### config.mk
export PLATFORM = sky130hd
export DESIGN_NAME = ar_tag_map_flat
export DESIGN_NICKNAME = d
export VERILOG_FILES = /design/src/rtl/ar_tag_map_pkg.sv /design/src/rtl/ar_tag_map_if.sv /design/src/rtl/ar_tag_map_prio_enc.sv /design/src/rtl/ar_tag_map.sv /design/src/flat_wrapper.sv
export SDC_FILE = /design/constraint.sdc
export NUM_CORES = 1
export LEC_CHECK = 0
export CAP_MARGIN = 10
export CORE_ASPECT_RATIO = 0.75
export CORE_MARGIN = 8
export CORE_UTILIZATION = 59
export DETAILED_ROUTE_END_ITERATION = 6
export PLACE_DENSITY = 0.8
export RECOVER_POWER = 50
export SYNTH_ARGS = -nofsm -noshare
export SYNTH_HDL_FRONTEND = slang
export SYNTH_SLANG_ARGS = --single-unit
### constraint.sdc
create_clock -name clk -period 3.61 [get_ports clk]
set_input_delay 0.361 -clock clk [delete_from_list [all_inputs] [get_ports clk]]
set_output_delay 0.361 -clock clk [all_outputs]
set_load 0.05 [all_outputs]
### src/rtl/ar_tag_map_pkg.sv
// ar_tag_pkg: shared constants and types for the AR unique-ID tag map.
// Holds the FSM state encoding, the default ID/table widths and the
// tag entry record layout.
package ar_tag_pkg;

  localparam int ID_WIDTH_DEF = 4;
  localparam int NUM_TAGS_DEF = 16;

  // Allocation FSM: idle waiting for a request, or holding a grant.
  typedef enum logic {
    ST_IDLE  = 1'b0,
    ST_GRANT = 1'b1
  } state_e;

  // One tag table entry at the default ID width.
  typedef struct packed {
    logic                    busy;
    logic [ID_WIDTH_DEF-1:0] orig_id;
  } tag_entry_t;

endpackage

### src/rtl/ar_tag_map_if.sv
// ar_tag_map_if: allocation, free and lookup signals between the AR
// ordering stage / R path (master) and the tag map (slave).
interface ar_tag_map_if #(
  parameter int ID_WIDTH = 4
);

  logic                alloc_req;
  logic [ID_WIDTH-1:0] alloc_in_id;
  logic                alloc_gnt;
  logic [ID_WIDTH-1:0] unique_id;
  logic                tag_map_full;
  logic                free_valid;
  logic [ID_WIDTH-1:0] free_uid;
  logic [ID_WIDTH-1:0] lookup_uid;
  logic [ID_WIDTH-1:0] lookup_orig_id;

  modport master (
    output alloc_req, alloc_in_id, free_valid, free_uid, lookup_uid,
    input  alloc_gnt, unique_id, tag_map_full, lookup_orig_id
  );

  modport slave (
    input  alloc_req, alloc_in_id, free_valid, free_uid, lookup_uid,
    output alloc_gnt, unique_id, tag_map_full, lookup_orig_id
  );

endinterface

### src/rtl/ar_tag_map_prio_enc.sv
// ar_tag_prio_enc: finds the lowest-indexed zero bit in a busy vector.
// found is low when every bit is set; idx is then 0.
module ar_tag_prio_enc #(
  parameter int NUM_TAGS = 16,
  parameter int IDX_W    = 4
) (
  input  logic [NUM_TAGS-1:0] busy,
  output logic [IDX_W-1:0]    idx,
  output logic                found
);

  // Scan from the top down so the lowest free index wins last.
  always_comb begin
    idx   = '0;
    found = 1'b0;
    for (int i = NUM_TAGS - 1; i >= 0; i--) begin
      if (!busy[i]) begin
        idx   = IDX_W'(i);
        found = 1'b1;
      end else begin
        found = found;
      end
    end
  end

endmodule

### src/rtl/ar_tag_map.sv
// ar_tag_map: unique-ID allocator and tag table for the AR ordering stage.
// Hands out the lowest free unique ID per request, records the original
// ARID, frees entries on RLAST retirement and offers a combinational
// reverse lookup for the R path.
// Optional build macro AR_TAG_MAP_ERR_EN enables the sticky illegal-free
// flag err_free; without it err_free is tied low.
module ar_tag_map
  import ar_tag_pkg::*;
#(
  parameter  int ID_WIDTH = ID_WIDTH_DEF,
  parameter  int NUM_TAGS = NUM_TAGS_DEF,
  localparam int CNT_W    = $clog2(NUM_TAGS + 1)
) (
  input  logic             clk,
  input  logic             rst_n,
  ar_tag_map_if.slave      bus,
  output logic [CNT_W-1:0] outstanding_cnt,
  output logic             err_free
);

  state_e              state_r;
  logic [ID_WIDTH-1:0] uid_r;
  logic [NUM_TAGS-1:0] busy_r;
  logic [ID_WIDTH-1:0] orig_r [NUM_TAGS];
  logic [CNT_W-1:0]    cnt_r;

  logic [ID_WIDTH-1:0] enc_idx_s;
  logic                enc_found_s;
  logic                alloc_fire_s;
  logic [NUM_TAGS-1:0] alloc_set_s;
  logic [NUM_TAGS-1:0] free_clr_s;
  logic                free_hit_s;
  logic [ID_WIDTH-1:0] lookup_s;

  // Lowest free entry, taken from registered busy state only.
  ar_tag_prio_enc #(
    .NUM_TAGS (NUM_TAGS),
    .IDX_W    (ID_WIDTH)
  ) u_prio_enc (
    .busy  (busy_r),
    .idx   (enc_idx_s),
    .found (enc_found_s)
  );

  // A new allocation happens only from idle with a free entry available.
  assign alloc_fire_s = (state_r == ST_IDLE) && bus.alloc_req && enc_found_s;

  // One-hot set/clear vectors; a free only counts when its entry is busy,
  // which also rejects out-of-range unique IDs.
  always_comb begin
    alloc_set_s = '0;
    free_clr_s  = '0;
    for (int i = 0; i < NUM_TAGS; i++) begin
      alloc_set_s[i] = alloc_fire_s && (enc_idx_s == ID_WIDTH'(i));
      free_clr_s[i]  = bus.free_valid && (bus.free_uid == ID_WIDTH'(i)) && busy_r[i];
    end
    free_hit_s = |free_clr_s;
  end

  // Reverse lookup; unique IDs beyond the table translate to 0.
  always_comb begin
    lookup_s = '0;
    for (int i = 0; i < NUM_TAGS; i++) begin
      lookup_s = (bus.lookup_uid == ID_WIDTH'(i)) ? orig_r[i] : lookup_s;
    end
  end

  // Allocation FSM: capture the chosen index, hold it until req drops.
  always_ff @(posedge clk or negedge rst_n) begin
    if (!rst_n) begin
      state_r <= ST_IDLE;
      uid_r   <= '0;
    end else begin
      case (state_r)
        ST_IDLE: begin
          if (alloc_fire_s) begin
            uid_r   <= enc_idx_s;
            state_r <= ST_GRANT;
          end
        end
        ST_GRANT: begin
          if (!bus.alloc_req) begin
            state_r <= ST_IDLE;
          end
        end
        default: begin
          state_r <= ST_IDLE;
        end
      endcase
    end
  end

  // Tag table and outstanding counter; alloc and free never hit one index.
  always_ff @(posedge clk or negedge rst_n) begin
    if (!rst_n) begin
      busy_r <= '0;
      cnt_r  <= '0;
      for (int i = 0; i < NUM_TAGS; i++) begin
        orig_r[i] <= '0;
      end
    end else begin
      busy_r <= (busy_r & ~free_clr_s) | alloc_set_s;
      for (int i = 0; i < NUM_TAGS; i++) begin
        if (alloc_set_s[i]) begin
          orig_r[i] <= bus.alloc_in_id;
        end
      end
      case ({alloc_fire_s, free_hit_s})
        2'b10:   cnt_r <= cnt_r + CNT_W'(1);
        2'b01:   cnt_r <= cnt_r - CNT_W'(1);
        default: cnt_r <= cnt_r;
      endcase
    end
  end

`ifdef AR_TAG_MAP_ERR_EN
  logic err_r;

  // Sticky flag for any free that did not retire a busy entry.
  always_ff @(posedge clk or negedge rst_n) begin
    if (!rst_n) begin
      err_r <= 1'b0;
    end else if (bus.free_valid && !free_hit_s) begin
      err_r <= 1'b1;
    end else begin
      err_r <= err_r;
    end
  end

  assign err_free = err_r;
`else
  assign err_free = 1'b0;
`endif

  assign bus.alloc_gnt      = (state_r == ST_GRANT) && bus.alloc_req;
  assign bus.unique_id      = uid_r;
  assign bus.tag_map_full   = &busy_r;
  assign bus.lookup_orig_id = lookup_s;
  assign outstanding_cnt    = cnt_r;

endmodule

### src/flat_wrapper.sv
// flat-port wrapper written by rule: the top's interface ports become plain ports
module ar_tag_map_flat import ar_tag_pkg::*;
#(
  parameter  int ID_WIDTH = ID_WIDTH_DEF,
  parameter  int NUM_TAGS = NUM_TAGS_DEF,
  localparam int CNT_W    = $clog2(NUM_TAGS + 1)
)
  (clk, rst_n, outstanding_cnt, err_free, bus_alloc_req, bus_alloc_in_id, bus_free_valid, bus_free_uid, bus_lookup_uid, bus_alloc_gnt, bus_unique_id, bus_tag_map_full, bus_lookup_orig_id);
  ar_tag_map_if #(.ID_WIDTH(ID_WIDTH)) bus_i ();
  input  logic clk;
  input  logic rst_n;
  output logic [CNT_W-1:0] outstanding_cnt;
  output logic err_free;
  input wire logic [$bits(bus_i.alloc_req)-1:0] bus_alloc_req;
  input wire logic [$bits(bus_i.alloc_in_id)-1:0] bus_alloc_in_id;
  input wire logic [$bits(bus_i.free_valid)-1:0] bus_free_valid;
  input wire logic [$bits(bus_i.free_uid)-1:0] bus_free_uid;
  input wire logic [$bits(bus_i.lookup_uid)-1:0] bus_lookup_uid;
  output wire logic [$bits(bus_i.alloc_gnt)-1:0] bus_alloc_gnt;
  output wire logic [$bits(bus_i.unique_id)-1:0] bus_unique_id;
  output wire logic [$bits(bus_i.tag_map_full)-1:0] bus_tag_map_full;
  output wire logic [$bits(bus_i.lookup_orig_id)-1:0] bus_lookup_orig_id;
  assign bus_i.alloc_req = bus_alloc_req;
  assign bus_i.alloc_in_id = bus_alloc_in_id;
  assign bus_i.free_valid = bus_free_valid;
  assign bus_i.free_uid = bus_free_uid;
  assign bus_i.lookup_uid = bus_lookup_uid;
  assign bus_alloc_gnt = bus_i.alloc_gnt;
  assign bus_unique_id = bus_i.unique_id;
  assign bus_tag_map_full = bus_i.tag_map_full;
  assign bus_lookup_orig_id = bus_i.lookup_orig_id;
  ar_tag_map #(.ID_WIDTH(ID_WIDTH), .NUM_TAGS(NUM_TAGS)) u_core (.clk(clk), .rst_n(rst_n), .bus(bus_i), .outstanding_cnt(outstanding_cnt), .err_free(err_free));
endmodule
==> results of run 1 <==
==> layout make-up <==
class	count	area (um2)
fillers	605	2440
multi-input cells	289	2370
inverters	13	48.8
clock inverters	4	97.6
flip-flops and latches	90	2250
repair buffers	41	385
clock buffers	12	155
well taps	105	131
==> final timing paths <==
kind | start | to | depth (start not counted) | slack, ns
hold / removal | rst_n | u_core.state_r | 1 | 0.44
setup / recovery | bus_free_uid[0] | u_core.outstanding_cnt[4] | 11 | 0.15
max in group asynchronous | rst_n | u_core.orig_r[26] | 2 | 1.36
hold reg to reg | u_core.orig_r[0] | u_core.orig_r[0] | 1 | 0.50
setup reg to reg | u_core.busy_r[11] | u_core.outstanding_cnt[4] | 10 | 0.29
min in group clk | u_core.orig_r[0] | u_core.orig_r[0] | 1 | 0.50
==> per-stage QoR <==
| stage | setup slack [ns] | util (%) | instance area [um2] | setup TNS [ns] | hold WS (ns) |
|---|---|---|---|---|---|
| 6_report | 0.151 | 69.0 | 5440 | 0 | 0.442 |
| 5_1_grt | 0.0488 | 69.0 | 5440 | 0 | 0.514 |
| 3_5_place_dp | -0.224 | 66.0 | 5200 | -0.224 | 0.479 |
| 3_3_place_gp | 0.0189 | 66.0 | 5200 | 0 | 0.460 |
| 4_1_cts | 0.146 | 69.2 | 5450 | 0 | 0.157 |
| 2_1_floorplan | 0.403 | - | 4770 | 0 | 0.0654 |
==> power by group through the flow <==
stage	clock (mW)	sequential, mW	combinational, mW
2_1_floorplan	0	1.54	0.687
3_3_place_gp	0	1.45	1.10
3_5_place_dp	0	1.47	1.14
4_1_cts	0.866	1.45	1.14
5_1_grt	0.894	1.49	1.22
6_report	0.856	1.45	1.14
==> per-layer routing <==
| layer | part of all wire, % | global-route usage [%] |
|---|---|---|
| met3 | 6.4 | 4.74 |
| met4 | 1.5 | 6.11 |
| met5 | 0 | 0 |
| met2 | 46 | 33.2 |
| met1 | 46 | 32.2 |
==> state kept, by name, indices dropped and copies added, names as in the netlist <==
signal / flops
u_core.outstanding_cnt: 5
u_core.bus.unique_id: 4
u_core.orig_r: 64
u_core.busy_r: 16
u_core.state_r: 1
==> synth_stat cells, drive strengths merged (3+ instances only) <==
| cell type | count | area, um2 |
|---|---|---|
| dfrtp | 90 | 2250 |
| mux2 | 73 | 822 |
| nand2 | 26 | 97.6 |
| o21ai | 23 | 115 |
| a21oi | 16 | 80.1 |
| clkbuf | 16 | 60.1 |
| inv | 13 | 48.8 |
| nand3 | 12 | 60.1 |
| nor2b | 11 | 68.8 |
| nand2b | 10 | 62.6 |
| nor2 | 10 | 37.5 |
| a211oi | 9 | 97.6 |
| buf | 8 | 41.3 |
| mux4 | 8 | 180 |
| nor3 | 8 | 56.3 |
| nand4 | 6 | 50.0 |
| o21a | 6 | 45.0 |
| or2 | 6 | 37.5 |
| mux2i | 5 | 50.1 |
| o211ai | 5 | 37.5 |
| a22o | 4 | 35.0 |
| ha | 4 | 50.1 |
| a221oi | 3 | 26.3 |
| a22oi | 3 | 22.5 |
| nand3b | 3 | 22.5 |
| xor2 | 3 | 26.3 |
==> worst max-delay path, cell delays in order <==
cell             delay, ns
clkdlybuf4s50_1       0.55
mux4_2                0.52
mux4_2                0.47
o31a_1                0.30
ha_1                  0.28
ha_1                  0.31
nor2b_1               0.13
o21ai_0               0.22
a21oi_1               0.12
nor3_1                0.29
xor2_1                0.19
==> cells by family (layout without fill, tap and decap cells) <==
family | after synthesis | count (layout)
fa+ha+maj | 5 | 5
other cells | 1 | 1
xor+xnor | 4 | 4
flops | 90 | 90
compound gates | 89 | 89
mux | 86 | 86
simple gates | 104 | 104
buf+inv | 37 | 70
==> results.sh, run 1 <==
export IMPL_gp_congestion=0.937
export IMPL_root_buffer="clkbuf_8"
export IMPL_async_reset_ff_share_pct=100
export IMPL_routed_wl_mm=11.8
export IMPL_ios=32
export IMPL_synth_xor_area_share_pct=0.734
export IMPL_cp_required_ns=3.90
export IMPL_max_freq_mhz=289
export IMPL_period_minus_slack_ns=3.46
export IMPL_syn_nets=437
export IMPL_first_iter_violations=411
export IMPL_syn2layout_area_growth_pct=14.0
export IMPL_postRouteAntennaNets=0
export IMPL_synth_area_um2=4770
export IMPL_drc=0
export IMPL_cts_tree="yes"
export IMPL_cts_buffers=9
export IMPL_yosys_register_bits=90
export IMPL_pwr_density_cell_nw_per_um2=634
export IMPL_ir_drop_v=0.000630
export IMPL_hold_buffers=0
export IMPL_final_cell_mix="90 x dfrtp_1, 69 x mux2_2, 26 x nand2_1"
export IMPL_synth_compound_area_share_pct=13.2
export IMPL_synth_ff_type="dfrtp_1"
export IMPL_clk_pin_slew_worst_paths_ns=0.09
export IMPL_dr_pass1_iters=5
export IMPL_dp_cells=538
export IMPL_pwr_share_comb_pct=33.0
export IMPL_internal_power_mw=2.25
export IMPL_synthSimpleGateAreaFrac_pct=12.2
export IMPL_hp_class="in2async"
export IMPL_grt_first_pass_wirelength_mm=19.6
export IMPL_viasPerCell=6.36
export IMPL_cts_sinks=90
export IMPL_synth_cell_type_count=60
export IMPL_p_switching_mw=1.20
export IMPL_synth_edff_count=0
export IMPL_leakage_nw=2.44
export IMPL_ys_seq_area_share_pct=47.2
export IMPL_grt_pass1_vias=3587
export IMPL_routedWlPerCell_um=21.3
export IMPL_die_y_um=93.9
export IMPL_stdcell_count=554
export IMPL_avgSynthCellArea_um2=11.5
export IMPL_dp_hpwl_mm=8.34
export IMPL_synthAdderAreaFrac_pct=1.47
export IMPL_final_setup_skew_ns=0.00864
export IMPL_die_w_um=120
export IMPL_worst_setup_path_end_kind="flip-flop"
export IMPL_initial_core_util_pct=60.6
export IMPL_rsz0062_at_grt="no"
export IMPL_slew_viol_final=72
export IMPL_core_area_um2=7880
export IMPL_num_rows=28
export IMPL_slew_headroom_pct=-18.2
export IMPL_clk_latency_ns=0.37
export IMPL_cts_resized_gates=0
export IMPL_post_cts_buffers=0
export IMPL_crit_path_start_kind="input pin"
export IMPL_p_total_mw=3.45
export IMPL_synth_cells=416
export IMPL_grt_ovfl_total=0
export IMPL_grt_usage_pct=22.3
export IMPL_power_share_sequential_pct=42.2
export IMPL_post_route_period_util_pct=95.8
export IMPL_synthMuxAreaShare_pct=22.0
export IMPL_status="finished with violations"
export IMPL_hold_viol=0
export IMPL_synth_top_family_by_area="multiplexers"
export IMPL_crit_type="in2reg"
export IMPL_diodes=0
export IMPL_violations="capacitance limit, slew limit"
export IMPL_arrival_ns=3.74
export IMPL_finalSetupViolCount=0
export IMPL_crit_fanout=4
export IMPL_swShare_pct=34.8
export IMPL_synth_warnings=0
export IMPL_clk_path_buf_depth=2
export IMPL_clkPwrFrac_pct=24.8
export IMPL_nets=465
export IMPL_vias=3526
export IMPL_grt_max_degree=72
export IMPL_die_area_um2=11300
export IMPL_antenna_found_initial=0
export IMPL_maxCapViolations=1
export IMPL_tightest_slew_ns=1.77
export IMPL_drive_above_1_share_pct=28.3
export IMPL_htree_levels=3
export IMPL_port_buffers=30
export IMPL_layout_commonest_cell="dfrtp_1"
Power figures use the tool's default switching activity.
==> inputs of run 2 (changes only) <==
--- a/config.mk
+++ b/config.mk
@@ -14,4 +14,5 @@
 export RECOVER_POWER = 50
 export SYNTH_ARGS = -nofsm -noshare
 export SYNTH_HDL_FRONTEND = slang
+export SYNTH_HIERARCHICAL = 1
 export SYNTH_SLANG_ARGS = --single-unit
==> results.sh, run 2 <==
export IMPL_num_rows=28
export IMPL_leakage_nw=2.34
export IMPL_tns_ns=0
export IMPL_period_minus_slack_ns=3.17
export IMPL_synth_warnings=6
export IMPL_initial_core_util_pct=60.0
export IMPL_final_setup_skew_ns=0.0171
export IMPL_crit_type="in2reg"
export IMPL_root_buffer="clkbuf_8"
export IMPL_netlist_area_leader_share_pct=48.3
export IMPL_grt_ovfl_total=0
export IMPL_async_reset_ff_share_pct=100
export IMPL_drive_above_1_share_pct=24.9
export IMPL_maxCapViolations=1
export IMPL_yosys_register_bits=90
export IMPL_viasPerCell=6.08
export IMPL_stdcell_count=550
export IMPL_r2r_start="u_core/busy_r[7]"
export IMPL_core_area_um2=7780
export IMPL_antenna_found_initial=0
export IMPL_status="finished with violations"
export IMPL_hold_viol=0
export IMPL_clkPwrFrac_pct=21.8
export IMPL_layout_commonest_cell="dfrtp_1"
export IMPL_dp_cells=534
export IMPL_swShare_pct=36.2
export IMPL_slew_headroom_pct=-23.1
export IMPL_p_total_mw=3.15
export IMPL_whs_ns=0.478
export IMPL_crit_fanout=6
export IMPL_crit_path_start_kind="input pin"
export IMPL_critical_path_endpoint="u_core/outstanding_cnt[4]"
export IMPL_largest_register_ffs=64
export IMPL_final_cell_mix="90 x dfrtp_1, 67 x mux2_2, 34 x o21ai_0"
export IMPL_synthTopCellsByCount="90 x dfrtp_1, 67 x mux2_2, 34 x o21ai_0"
export IMPL_routed_wl_mm=10.4
export IMPL_diodes=0
export IMPL_fin_ws_ns=0.437
export IMPL_synth_most_common_cell="dfrtp_1"
export IMPL_post_cts_buffers=0
export IMPL_rrSetupSlack_ns=0.53
export IMPL_cts_sinks=90
export IMPL_grt_pass1_vias=3383
export IMPL_synth_area_um2=4660
export IMPL_grt_max_degree=79
export IMPL_clk_pin_slew_worst_paths_ns=0.09
export IMPL_grt_first_pass_wirelength_mm=17.7
export IMPL_ff2ff_path_depth=10
export IMPL_routedWlPerCell_um=18.9
export IMPL_htree_levels=3
export IMPL_syn_nets=433
export IMPL_ys_seq_area_share_pct=48.3
export IMPL_violations="capacitance limit, slew limit"
export IMPL_gp_congestion=0.908
export IMPL_die_area_um2=11000
export IMPL_ios=32
export IMPL_synthTopCellsByArea="dfrtp_1 48%, mux2_2 16%, mux4_2 3.9%, o21ai_0 3.6%, mux2i_1 3.2%"
export IMPL_p_switching_mw=1.14
export IMPL_hp_class="reg2reg"
export IMPL_crit_chain="clkdlybuf4s50_1 > mux4_2 > nor2b_1 > o21ai_0 > o2111ai_1 > ha_1 > fa_1 > a21o_1 > a21oi_1 > mux2i_1 > xnor2_1"
export IMPL_pwr_density_cell_nw_per_um2=602
export IMPL_synth_top_cell_by_area="dfrtp_1"
export IMPL_dp_hpwl_mm=7.45
export IMPL_rsz0062_at_grt="no"
export IMPL_cp_required_ns=3.89
export IMPL_clk_path_buf_depth=2
export IMPL_die_w_um=119
export IMPL_die_y_um=93.0
export IMPL_regMostFlops="u_core/orig_r"
export IMPL_worst_setup_path_end_kind="flip-flop"
export IMPL_synth_edff_count=0
export IMPL_timing_rr_end="u_core/outstanding_cnt[4]"
export IMPL_synth_cells=412
export IMPL_slowest_delay_ns=0.51
export IMPL_internal_power_mw=2.01
export IMPL_ir_drop_v=0.000502
export IMPL_hold_buffers=0
export IMPL_synth_cell_type_count=54
export IMPL_avgSynthCellArea_um2=11.3
export IMPL_cts_tree="yes"
export IMPL_pwr_share_comb_pct=32.7
export IMPL_grt_usage_pct=19.7
export IMPL_postRouteAntennaNets=0
export IMPL_cts_buffers=9
export IMPL_drc=0
export IMPL_port_buffers=30
export IMPL_vias=3346
export IMPL_slowest_stage="clkdlybuf4s50_1"
export IMPL_first_iter_violations=251
export IMPL_finalSetupViolCount=0
export IMPL_dr_pass1_iters=5
export IMPL_post_route_period_util_pct=87.9
export IMPL_arrival_ns=3.45
export IMPL_nets=461
export IMPL_clk_latency_ns=0.36
export IMPL_tightest_slew_ns=1.85
export IMPL_power_share_sequential_pct=45.5
export IMPL_max_freq_mhz=315
export IMPL_crit_start="bus_free_uid[0]"
export IMPL_slew_viol_final=79
export IMPL_cts_resized_gates=0
export IMPL_post_place_ws_ns=0.101
export IMPL_synth_ff_type="dfrtp_1"
export IMPL_syn2layout_area_growth_pct=12.2
[run 2: kinds of logic after synthesis]
logic type	Yosys count	synth area share, %
adders and majority gates	5	1.50
other	1	0.0804
muxes	90	23.3
AOI/OAI and AO/OA	75	9.52
buffers and inverters	32	3.11
and+or+nand+nor	115	13.5
DFF	90	48.3
xor gates and xnor gates	4	0.751
[run 2: worst min path at each step]
stage	end	depth (start not counted)	startpoint	slack (ns)
final	u_core/bus.unique_id[3]	2	u_core/bus.unique_id[3]	0.48
after global routing	u_core/bus.unique_id[3]	2	u_core/bus.unique_id[3]	0.51
after CTS	u_core/orig_r[1]	1	rst_n	0.17
after detailed placement	u_core/bus.unique_id[3]	2	u_core/bus.unique_id[3]	0.47
after global placement	u_core/outstanding_cnt[4]	1	u_core/outstanding_cnt[4]	0.46
after floorplan	u_core/bus.unique_id[0]	0	rst_n	0.07
[run 2: final cells by class]
cell class / count / area [um2]
fillers: 620 / 2540
multi-input cells: 290 / 2270
flip-flops and latches: 90 / 2250
repair buffers: 39 / 349
clock buffers: 11 / 131
well taps: 105 / 131
clock inverters: 5 / 62.6
inverters: 10 / 38.8
[run 2: power groups by stage]
stage / clock [mW] / combinational (mW) / sequential [mW]
global route: 0.740 / 1.12 / 1.47
detailed placement: 0 / 1.03 / 1.45
CTS: 0.702 / 1.03 / 1.43
floorplan: 0 / 0.601 / 1.54
finish: 0.686 / 1.03 / 1.43
global placement: 0 / 1.00 / 1.44
[run 2: metal layers]
layer	track usage, %	routed length [um]
met4	4.30	87
met3	3.79	532
met2	29.8	4750
met5	0	0
met1	28.9	5030
[run 2: worst max-delay path, delay by kind of cell]
kind,cells,cell delay (ns)
fa+ha+maj,2,0.79
buf+inv,1,0.51
simple gates,1,0.14
mux,2,0.74
compound gates,4,0.78
xor+xnor,1,0.14
[run 2: per-stage QoR]
step	util, %	area, um2
final	67.3	5230
after floorplan	-	4660
after CTS	67.4	5240
after global routing	67.3	5230
after detailed placement	64.9	5050
after global placement	64.9	5050
